## config.mk

```make
export PLATFORM = sky130hd
export DESIGN_NAME = time_display_driver
export DESIGN_NICKNAME = d
export VERILOG_FILES = /design/src/rtl/time_display_driver.sv
export SDC_FILE = /design/constraint.sdc
export NUM_CORES = 1
export LEC_CHECK = 0
export BUFFER_PORTS_ARGS = -buffer_cell sky130_fd_sc_hd__buf_2
export CORE_ASPECT_RATIO = 0.5
export CORE_UTILIZATION = 41
export CTS_CLUSTER_DIAMETER = 100
export DETAILED_ROUTE_END_ITERATION = 7
export PLACE_DENSITY = 0.65
export SLEW_MARGIN = 20
export SYNTH_ARGS = -nofsm -noshare
export SYNTH_HDL_FRONTEND = slang
export SYNTH_SLANG_ARGS = --single-unit
```

## constraint.sdc

```tcl
create_clock -name CLK -period 2.7 [get_ports CLK]
set_input_delay 0.405 -clock CLK [delete_from_list [all_inputs] [get_ports CLK]]
set_output_delay 0.405 -clock CLK [all_outputs]
set_load 0.01 [all_outputs]
```

## src/rtl/time_display_driver.sv

```systemverilog
// Multiplexed HH:MM 7-segment driver: captures one time value per scan frame and scans four digits.
// Optional HR_LZ_BLANK_EN: blanks a zero hour-tens digit on a valid time.
module time_display_driver #(
  parameter int SCAN_DIV = 1000
) (
  input  logic        CLK,
  input  logic        RESETN,
  input  logic [10:0] DISPLAY_BUS,
  input  logic        ENABLE,
  output logic [6:0]  SEG_OUT,
  output logic [3:0]  DIG_SEL,
  output logic        COLON,
  output logic        AMPM_LED
);

  localparam int PW = (SCAN_DIV > 1) ? $clog2(SCAN_DIV) : 1;
  localparam logic [PW-1:0] PCNT_MAX = PW'(SCAN_DIV - 1);

  logic [PW-1:0] pcnt_q, pcnt_d;
  logic [1:0]    idx_q, idx_d;
  logic [10:0]   cap_q, cap_d;
  logic          ht_q, ht_d;
  logic [3:0]    hu_q, hu_d;
  logic [2:0]    mt_q, mt_d;
  logic [3:0]    mu_q, mu_d;
  logic          valid_q, valid_d;
  logic          pm_q, pm_d;
  logic [6:0]    seg_q, seg_d;
  logic [3:0]    dig_q, dig_d;
  logic          colon_q, colon_d;
  logic          ampm_q, ampm_d;

  logic [3:0] hrs;
  logic [5:0] mins;
  logic [3:0] digit;

  function automatic logic [6:0] seg7(input logic [3:0] d);
    case (d)
      4'd0:    seg7 = 7'h3F;
      4'd1:    seg7 = 7'h06;
      4'd2:    seg7 = 7'h5B;
      4'd3:    seg7 = 7'h4F;
      4'd4:    seg7 = 7'h66;
      4'd5:    seg7 = 7'h6D;
      4'd6:    seg7 = 7'h7D;
      4'd7:    seg7 = 7'h07;
      4'd8:    seg7 = 7'h7F;
      4'd9:    seg7 = 7'h6F;
      default: seg7 = 7'h40;
    endcase
  endfunction

  always_comb begin
    pcnt_d = pcnt_q;
    idx_d  = idx_q;
    cap_d  = cap_q;
    if (!ENABLE) begin
      pcnt_d = '0;
      idx_d  = '0;
    end else begin
      if (pcnt_q == PCNT_MAX) begin
        pcnt_d = '0;
        idx_d  = idx_q + 2'd1;
      end else begin
        pcnt_d = pcnt_q + 1'b1;
      end
      if (pcnt_q == '0 && idx_q == 2'd0) cap_d = DISPLAY_BUS;
    end

    // BCD is converted from the incoming CAP value so it lands together with the
    // capture; digit 0's first lit cycle then already shows the new frame.
    hrs     = cap_d[9:6];
    mins    = cap_d[5:0];
    ht_d    = (hrs >= 4'd10);
    hu_d    = ht_d ? (hrs - 4'd10) : hrs;
    mt_d    = 3'(mins / 6'd10);
    mu_d    = 4'(mins % 6'd10);
    valid_d = (hrs != 4'd0) && (hrs <= 4'd12) && (mins <= 6'd59);
    pm_d    = cap_d[10];
  end

  always_comb begin
    case (idx_q)
      2'd0:    digit = {3'b000, ht_q};
      2'd1:    digit = hu_q;
      2'd2:    digit = {1'b0, mt_q};
      default: digit = mu_q;
    endcase

    seg_d   = '0;
    dig_d   = '0;
    colon_d = ENABLE && valid_q;
    ampm_d  = ENABLE && valid_q && pm_q;
    // PCNT=0 is the ghost-blanking slot between digits.
    if (ENABLE && pcnt_q != '0) begin
      dig_d = 4'b0001 << idx_q;
      seg_d = valid_q ? seg7(digit) : 7'h40;
`ifdef HR_LZ_BLANK_EN
      if (valid_q && idx_q == 2'd0 && !ht_q) seg_d = '0;
`endif
    end
  end

  always_ff @(posedge CLK or negedge RESETN) begin
    if (!RESETN) begin
      pcnt_q  <= '0;
      idx_q   <= '0;
      cap_q   <= '0;
      ht_q    <= 1'b0;
      hu_q    <= '0;
      mt_q    <= '0;
      mu_q    <= '0;
      valid_q <= 1'b0;
      pm_q    <= 1'b0;
      seg_q   <= '0;
      dig_q   <= '0;
      colon_q <= 1'b0;
      ampm_q  <= 1'b0;
    end else begin
      pcnt_q  <= pcnt_d;
      idx_q   <= idx_d;
      cap_q   <= cap_d;
      ht_q    <= ht_d;
      hu_q    <= hu_d;
      mt_q    <= mt_d;
      mu_q    <= mu_d;
      valid_q <= valid_d;
      pm_q    <= pm_d;
      seg_q   <= seg_d;
      dig_q   <= dig_d;
      colon_q <= colon_d;
      ampm_q  <= ampm_d;
    end
  end

  assign SEG_OUT  = seg_q;
  assign DIG_SEL  = dig_q;
  assign COLON    = colon_q;
  assign AMPM_LED = ampm_q;

endmodule
```

==> metrics.md <==
| Metric | Value |
|---|---|
| First-pass GRT wire length | `between 8000 and 9000 um` |
| P_sw | `roughly 0.64 mW` |
| Synth top area cells | `dfrtp_1 47%, ha_1 7.5%, mux2i_1 4.8%` |
| Remaining Overflow, GRT | `0` |
| Status | `finished with violations` |
| CTS max path bufs | `2` |
| DR vias/cell | `~5` |
| ANT cells | `0` |
| Synth Warn # | `0` |
| Cell area after synthesis | `0.00249 mm^2` |
| Internal | `between 1.5 and 2 mW` |
| CP endpoint kind | `flip-flop` |
| P&R area growth vs syn | `23.6%` |
| PwrDens | `711 mW/mm^2` |
| I/O pin cnt | `27` |
| # port buffers | `26` |
| VDD IR-drop max | `0.000345 V` |
| Cts hold-fix bufs | `0` |
| Fin. Hold Viols | `0` |
| Post-synth EDFFs | `0` |
| Setup TNS | `0 ps` |
| Initial antenna violation count | `0` |
| Total wire length | `4870 um` |
| Final Skew | `4.93 ps` |
| Slew Limit Fails | `0` |
| Seq/Total Area, Yosys | `a little under half` |
| Syn_area_per_cell | `11.0 um^2` |
| Max-cap viol count | `0` |
| Ys flop type | `dfrtp_1` |
| Largest net degree at the start of global routing | `between 40 and 50` |
| Tcrit/Tclk final | `between 90% and 100%` |
| Clk_lat worst skew | `280 ps` |
| Final setup margin | `82.2 ps` |
| CTS root buffer | `clkbuf_16` |
| Switching Share | `roughly 29%` |
| DRC Markers | `3` |
| Total iterations of the first detailed-routing run | `6` |
| Fin crit period | `2620 ps` |
| Storage cell area | `0.00118 mm^2` |
| Area share of the largest cell type after synthesis | `47.3%` |
| Final nets | `309` |
| Hpwl dp | `3680 um` |
| Net Count, Synth | `254` |
| H-tree Lvls | `2` |
| Commonest non-fill, non-tap cells in the layout | `47 x dfrtp_1, 26 x buf_2, 25 x buf_4` |
| WL/cell | `13.8 um` |
| Total global-route track usage | `17.0%` |
| Combinational group share of total power | `between 20% and 30%` |
| Die Wd | `112 um` |
| Share of layout cells above drive strength 1 | `a little under a third` |
| Area occupied by multi-input gates | `approximately 0.0012 mm^2` |
| CP arrival | `2780 ps` |
| Final antenna-violating net count | `0` |
| Die Y | `57.1 um` |
| Crit path required time | `2860 ps` |
| CTS buffer count | `5` |
| CP max FO | `13` |
| Synth unique cells | `47` |
| RePlAce Congestion | `0.859` |
| Area leader, netlist | `dfrtp_1` |
| Total die area | `0.00640 mm^2` |
| Sink Count | `47` |
| Violated checks | `design-rule violations` |
| Clock slew at reported path FFs | `60 ps` |
| Setup-failing EPs final | `0` |
| CTS tree | `done` |
| Max Fclk | `0.382 GHz` |
| Worst min path class | `in2async` |
| Flop pwr share | `41.9%` |
| Place WS | `-46.6 ps` |
| Worst-margin pin slew | `714 ps` |
| Async set or reset register ratio after synthesis | `100%` |
| Most common cell after layout, fill and taps aside | `dfrtp_1` |
| Startpoint Class | `flip-flop` |
| Post-CTS Setup Inserts | `0` |
| Initial core utilization | `43.9%` |
| Rows | `19` |
| Filler Cell Count | `473` |
| Via count | `1776` |
| Gate Count Post-Synth | `225` |
| Slew HR | `52.0%` |
| #FFs+latches synth | `47` |
| Leakage power | `1.49 nW` |
| Core box area | `between 0.005 and 0.006 mm^2` |
| Vias in the first global route | `1725` |
| Clock network power share | `29.2%` |
| WS Path Type | `reg2reg` |
| Starting DRT DRC Count | `between 40 and 50` |
[cells in the mapped netlist, types with 2 or more instances]
cell type	instances
mux2i_1	12
nand2b_1	7
nor2b_1	7
a31oi_1	3
ha_1	15
a211oi_1	3
nand3_1	6
o21ai_0	7
nor4_2	2
mux2i_2	2
xor2_1	5
a21oi_1	3
inv_2	2
a221o_1	3
nand2_1	9
buf_6	2
dfrtp_1	47
xnor2_1	5
inv_1	14
nor2_1	23
mux2_2	9
nor3_1	2
and2_1	8
and3_1	6
[critical path, cell delays in order (launching register included)]
cell     delay [ps]
dfrtp_1         410
nor4_4          320
and4_4          320
buf_8           170
buf_4           170
mux2_2          360
inv_1           120
ha_2            210
o21ai_1          70
a221o_1         350
[metal layers]
| metal | vias up | part of all wire [%] | track usage, % |
|---|---|---|---|
| met5 | - | 0 | 0 |
| met4 | 0 | 1.1 | 5.14 |
| met3 | 5 | 3.2 | 4.14 |
| met2 | 30 | 45 | 27.7 |
| met1 | 850 | 50 | 23.0 |
| li1 | 891 | - | - |
[sequential cells by signal (all words and copies together) (netlist names)]
signal and cells:
pcnt_q 10, cap_q 9, SEG_OUT 7, DIG_SEL 4, hu_q 4, mu_q 4, mt_q 3, idx_q 2
AMPM_LED 1, COLON 1, ht_q 1, valid_q 1
[power groups by stage]
stage	Combinational (mW)	Sequential (mW)	Clock [mW]
floorplan	0.407	0.921	0
global placement	0.610	0.927	0
detailed placement	0.616	0.927	0
CTS	0.625	0.914	0.650
global route	0.705	0.930	0.680
finish	0.632	0.914	0.637
[through the flow]
step	total power [mW]	cell area, um^2	instances	hold slack (ps)	util, %
final	2.18	3070	354	201	54.3
after global placement	1.54	2880	346	488	50.9
after global routing	2.31	3070	354	268	54.3
after floorplan	1.33	2510	225	109	-
after CTS	2.19	3040	354	228	53.8
after detailed placement	1.54	2880	346	498	50.9
[timing repair]
action | in CTS | in global routing
resized for setup | 3 | 5
setup endpoints to repair | 1 | 2
pin swaps | 0 | 1
[cells by family (layout without fill, tap and decap cells)]
logic type,after synthesis,after routing,synth area share [%]
XOR/XNOR,10,10,3.52
adder cells (fa/ha/maj),15,15,7.55
flip-flops,47,47,47.3
AO/OA/AOI/OAI,31,31,9.66
multiplexers,24,24,10.9
AND/OR/NAND/NOR,77,77,16.4
buffers and inverters,21,77,4.63
[cell type report]
| cell class | count | area share (%) |
|---|---|---|
| clock buffers | 8 | 5.09 |
| inverters | 17 | 2.24 |
| multi-input cells | 157 | 40.6 |
| flip-flops and latches | 47 | 38.3 |
| well taps | 73 | 2.97 |
| repair buffers | 52 | 10.8 |
[final timing paths]
kind,from,endpoint,slack [ps],depth (start not counted)
worst min-delay path,RESETN,cap_q[5]$_DFF_PN0_,200,2
worst max-delay path,pcnt_q[8]$_DFF_PN0_,mu_q[3]$_DFF_PN0_,80,9
worst min register to register,mu_q[0]$_DFF_PN0_,mu_q[0]$_DFF_PN0_,510,1
worst max register to register,pcnt_q[8]$_DFF_PN0_,mu_q[3]$_DFF_PN0_,80,9
min in group CLK,DISPLAY_BUS[0],mu_q[0]$_DFF_PN0_,350,2
max in group asynchronous,RESETN,hu_q[2]$_DFF_PN0_,2100,2
No activity file was read; power rests on OpenSTA's default activity.
